**src/rtl/fmul_fp32.sv**
```systemverilog
// IEEE-754 binary32 multiplier, round-to-nearest-even, flush-to-zero, canonical NaN.
// One registered output stage: result and valid appear one cycle after the operands.
module fmul_fp32 (
  input  logic        clk_i,
  input  logic        rst_i,
  input  logic        valid_i,
  input  logic [31:0] a_i,
  input  logic [31:0] b_i,
  output logic        valid_o,
  output logic [31:0] c_o
);

  localparam logic [31:0] QNAN = 32'h7FC0_0000;

  // Hidden bit is always 1, so only the fraction is rounded; bit 23 of the
  // result is the carry that means the significand became 2.0.
  function automatic logic [23:0] round_rne(input logic [22:0] frac,
                                            input logic        guard,
                                            input logic        sticky);
    logic up;
    up = guard & (sticky | frac[0]);
    return {1'b0, frac} + {23'h0, up};
  endfunction

  function automatic logic [31:0] pack_result(input logic              s,
                                              input logic signed [9:0] e,
                                              input logic [22:0]       frac);
    if (e >= 10'sd255)
      return {s, 8'hFF, 23'h0};
    else if (e <= 10'sd0)
      return {s, 31'h0};
    else
      return {s, e[7:0], frac};
  endfunction

  logic              w_a_zero, w_a_inf, w_a_nan;
  logic              w_b_zero, w_b_inf, w_b_nan;
  logic              w_sign;
  logic [47:0]       w_prod;
  logic signed [9:0] w_exp;
  logic [22:0]       w_frac_raw;
  logic              w_guard, w_sticky;
  logic [23:0]       w_rnd;
  logic [31:0]       w_c;

  logic              r_vld_p1;
  logic [31:0]       r_c_p1;

  always_comb begin
    w_a_zero = (a_i[30:23] == 8'h00);
    w_a_inf  = (a_i[30:23] == 8'hFF) && (a_i[22:0] == 23'h0);
    w_a_nan  = (a_i[30:23] == 8'hFF) && (a_i[22:0] != 23'h0);
    w_b_zero = (b_i[30:23] == 8'h00);
    w_b_inf  = (b_i[30:23] == 8'hFF) && (b_i[22:0] == 23'h0);
    w_b_nan  = (b_i[30:23] == 8'hFF) && (b_i[22:0] != 23'h0);
    w_sign   = a_i[31] ^ b_i[31];

    w_prod = 48'({1'b1, a_i[22:0]}) * 48'({1'b1, b_i[22:0]});
    w_exp  = $signed({2'b00, a_i[30:23]}) + $signed({2'b00, b_i[30:23]}) - 10'sd127;

    if (w_prod[47]) begin
      w_frac_raw = w_prod[46:24];
      w_guard    = w_prod[23];
      w_sticky   = |w_prod[22:0];
      w_exp      = w_exp + 10'sd1;
    end else begin
      w_frac_raw = w_prod[45:23];
      w_guard    = w_prod[22];
      w_sticky   = |w_prod[21:0];
    end

    w_rnd = round_rne(w_frac_raw, w_guard, w_sticky);
    if (w_rnd[23])
      w_exp = w_exp + 10'sd1;

    if (w_a_nan || w_b_nan || (w_a_inf && w_b_zero) || (w_a_zero && w_b_inf))
      w_c = QNAN;
    else if (w_a_inf || w_b_inf)
      w_c = {w_sign, 8'hFF, 23'h0};
    else if (w_a_zero || w_b_zero)
      w_c = {w_sign, 31'h0};
    else
      w_c = pack_result(w_sign, w_exp, w_rnd[22:0]);
  end

  // ---- stage p1: registered result ----
  always_ff @(posedge clk_i) begin
    if (rst_i) begin
      r_vld_p1 <= 1'b0;
      r_c_p1   <= 32'h0;
    end else begin
      r_vld_p1 <= valid_i;
      if (valid_i)
        r_c_p1 <= w_c;
    end
  end

  assign valid_o = r_vld_p1;
  assign c_o     = r_c_p1;

endmodule

```
**config.mk**
```make
export PLATFORM = sky130hd
export DESIGN_NAME = fmul_fp32
export DESIGN_NICKNAME = d
export VERILOG_FILES = /design/src/rtl/fmul_fp32.sv
export SDC_FILE = /design/constraint.sdc
export NUM_CORES = 2
export LEC_CHECK = 0
export ABC_CLOCK_PERIOD_IN_PS = 14200
export CORE_MARGIN = 3
export CORE_UTILIZATION = 60
export DETAILED_ROUTE_END_ITERATION = 8
export GPL_TIMING_DRIVEN = 0
export PLACE_DENSITY = 0.85
export SYNTH_ARGS = -nofsm -noshare
export SYNTH_HDL_FRONTEND = slang
export SYNTH_SLANG_ARGS = --single-unit
```
**constraint.sdc**
```tcl
create_clock -name clk_i -period 14.2 [get_ports clk_i]
set_input_delay 2.84 -clock clk_i [delete_from_list [all_inputs] [get_ports clk_i]]
set_output_delay 2.84 -clock clk_i [all_outputs]
set_load 0.02 [all_outputs]
```
==> results.json <==
{
  "antenna_found_initial": 4,
  "ioPinCount": 100,
  "cts_root_buf": "clkbuf_16",
  "cp_max_fo": 19,
  "grt-busiest-layer": "met2",
  "yosysTopAreaCellShare": 0.409,
  "num_vias": 21000,
  "arrival_ns": 14.12,
  "use_met1": 0.489,
  "routed_via_density": 6.00,
  "crit_path_start_kind": "input pin",
  "setup_viol": 0,
  "hp-start": "c_o[12]$_SDFFE_PP0P_",
  "hold_viol": 0,
  "startpoint": "a_i[1]",
  "dieArea_um2": 41800,
  "maxSlewViolCount": 0,
  "timing.final.crit_period_ns": 13.94,
  "relSlewSlack": 0.188,
  "hpwl_um": 65400,
  "use_met2": 0.607,
  "grt_use_total": 0.378,
  "cts_buffer_depth": 2,
  "die_w_um": 205,
  "synthesis.nets": 3615,
  "fin_crit_sh": 0.982,
  "max_stage_delay_ns": 0.86,
  "yosys_warnings": 0,
  "grt_use_met3": 0.0801,
  "initial_core_util": 0.609,
  "final_cell_mix": "inv_1, fa_1, nand2_1",
  "drt_iter0_markers": 1982,
  "grt_pass1_vias": 21900,
  "grt_max_degree": 20,
  "fin_util": 0.659,
  "crit_required_ns": 14.38,
  "worstSkewPairLatency_ns": 0.28,
  "routed_wl_um": 77200,
  "first_pass_iters": 7,
  "die_y_um": 205,
  "final.setup_skew_ns": 0,
  "crit_family": "adder cells",
  "worstReg2RegStart": "c_o[22]$_SDFFE_PP0P_",
  "yosysSeqAreaShare": 0.0279,
  "grt_overflow_total": 0,
  "core_um2": 38800,
  "endpoint_kind": "flop",
  "worst_pin_slew_ns": 1.22,
  "synth_area_um2": 23600,
  "synth_edf_count": 0,
  "yosysTopAreaCell": "fa_1",
  "syn_inst": 2874,
  "gp_congestion": 1.06,
  "cts_buffers": 5,
  "synth_area_leaders": "fa_1, ha_1, inv_1",
  "ant_nets": 0,
  "cts_tree": "done",
  "htree_levels": 2,
  "areaGrowthSynthToFinish_pct": 8.23,
  "fillers": 3220,
  "placed_cells": 3490,
  "cts.sinks": 33,
  "nets": 3723,
  "final_common_cell": "inv_1",
  "syn_avg_cell_area_um2": 8.23,
  "cpMostUsedCell": "fa_1",
  "worstSetupPathType": "in2reg",
  "async_flop_share": 0,
  "fmax_mhz": 71.7,
  "drive_gt1_frac": 0.0476,
  "num_rows": 72,
  "ys_types": 82,
  "hold_path.class": "reg2reg",
  "grt_pass1_wl_um": 122000,
  "outcome": "finished clean",
  "path_clk_slew_ns": 0.05,
  "synth-seq-cells": 33,
  "io_buffer_count": 98,
  "wl_per_cell_um": 22.1,
  "drc": 0,
  "ys.flop_type": "dfxtp_1",
  "stdcell_count": 3502,
  "cp_slowest_cell": "clkbuf_1",
  "path_buf_inv": 11,
  "drv_cap": 0
}
-- registers in the layout, indices dropped and copies added (netlist names) --
name / cells
c_o: 32
valid_o: 1
-- routing by layer --
| layer | vias to the layer above | share of wire | wire, um |
|---|---|---|---|
| li1 | 9162 | - | - |
| met1 | 10300 | 0.37 | 28600 |
| met2 | 1219 | 0.45 | 34600 |
| met3 | 317 | 0.11 | 8530 |
| met4 | 4 | 0.071 | 5450 |
| met5 | - | 0.00030 | 23 |
-- final cells by class --
| type | count | area [um^2] | share of cell area |
|---|---|---|---|
| buffer | 138 | 639 | 0.0250 |
| multi-input combinational | 2095 | 20200 | 0.789 |
| tap | 518 | 648 | 0.0253 |
| timing repair buffer | 103 | 1020 | 0.0397 |
| inverter | 606 | 2290 | 0.0894 |
| antenna | 2 | 5.00 | 0.000196 |
| clock buffer | 6 | 139 | 0.00543 |
| sequential | 33 | 661 | 0.0258 |
| clock inverter | 1 | 7.51 | 0.000293 |
-- Yosys cell counts (8+ instances only) --
library cell	count
nand3_1	31
o21a_1	10
dfxtp_1	33
o31ai_2	20
ha_1	191
nor2b_1	8
xor2_1	33
nor3_1	35
nor4_1	26
o31ai_1	10
inv_1	603
and4_1	10
mux2i_1	8
o211ai_1	11
nand2_1	400
buf_2	12
nor2_1	143
o21ai_1	14
a21o_1	9
a31oi_1	14
and2_1	254
xnor2_1	51
fa_1	483
clkbuf_1	118
o21ai_0	48
and3_1	9
or4_1	8
nand4_1	37
a21oi_1	90
a211oi_1	14
-- kinds of logic (layout without fill, tap and decap cells) --
| group | count (synthesis) | count (layout) | synth area share |
|---|---|---|---|
| XOR/XNOR | 86 | 86 | 0.0325 |
| flip-flops | 33 | 33 | 0.0279 |
| other | 0 | 2 | 0 |
| adder cells (fa/ha/maj) | 674 | 674 | 0.510 |
| buffers and inverters | 746 | 854 | 0.120 |
| AO/OA/AOI/OAI | 328 | 328 | 0.0974 |
| AND/OR/NAND/NOR | 995 | 995 | 0.206 |
| multiplexers | 12 | 12 | 0.00529 |
-- worst register-to-register path: cells and delay by family, from the launching register on --
kind / cells / cell delay [ns]
AO/OA/AOI/OAI: 4 / 0.58
flip-flops: 1 / 0.35
AND/OR/NAND/NOR: 3 / 0.35
-- through the flow --
step           instance area (um^2)  setup slack [ns]  TNS [ns]  hold slack (ns)
6_report                      25600             0.261         0            0.467
3_5_place_dp                  25300             -1.64    -41.66            0.452
5_1_grt                       25600          -0.00494  -0.00494            0.494
3_3_place_gp                  25300             -1.38    -35.40            0.450
2_1_floorplan                 23600              1.74         0            0.530
4_1_cts                       25500            0.0681         0            0.469
-- repair_timing --
item | in CTS | in global routing
pin swaps | 0 | 2
endpoints found under the setup margin | 31 | 23
hold buffers | 0 | 0
buffers inserted | 0 | 5
gates resized for setup | 40 | 60
-- worst paths after layout --
| path | endpoint | slack [ns] | depth (start not counted) |
|---|---|---|---|
| worst max-delay path | c_o[8]$_SDFFE_PP0P_ | 0.26 | 36 |
| worst min register to register | c_o[12]$_SDFFE_PP0P_ | 0.47 | 2 |
| worst min-delay path | c_o[12]$_SDFFE_PP0P_ | 0.47 | 2 |
| worst max register to register | c_o[22]$_SDFFE_PP0P_ | 12.81 | 7 |
Power is not shown: default switching activity piles up to over one toggle a cycle in this logic, so the estimate is an artifact.
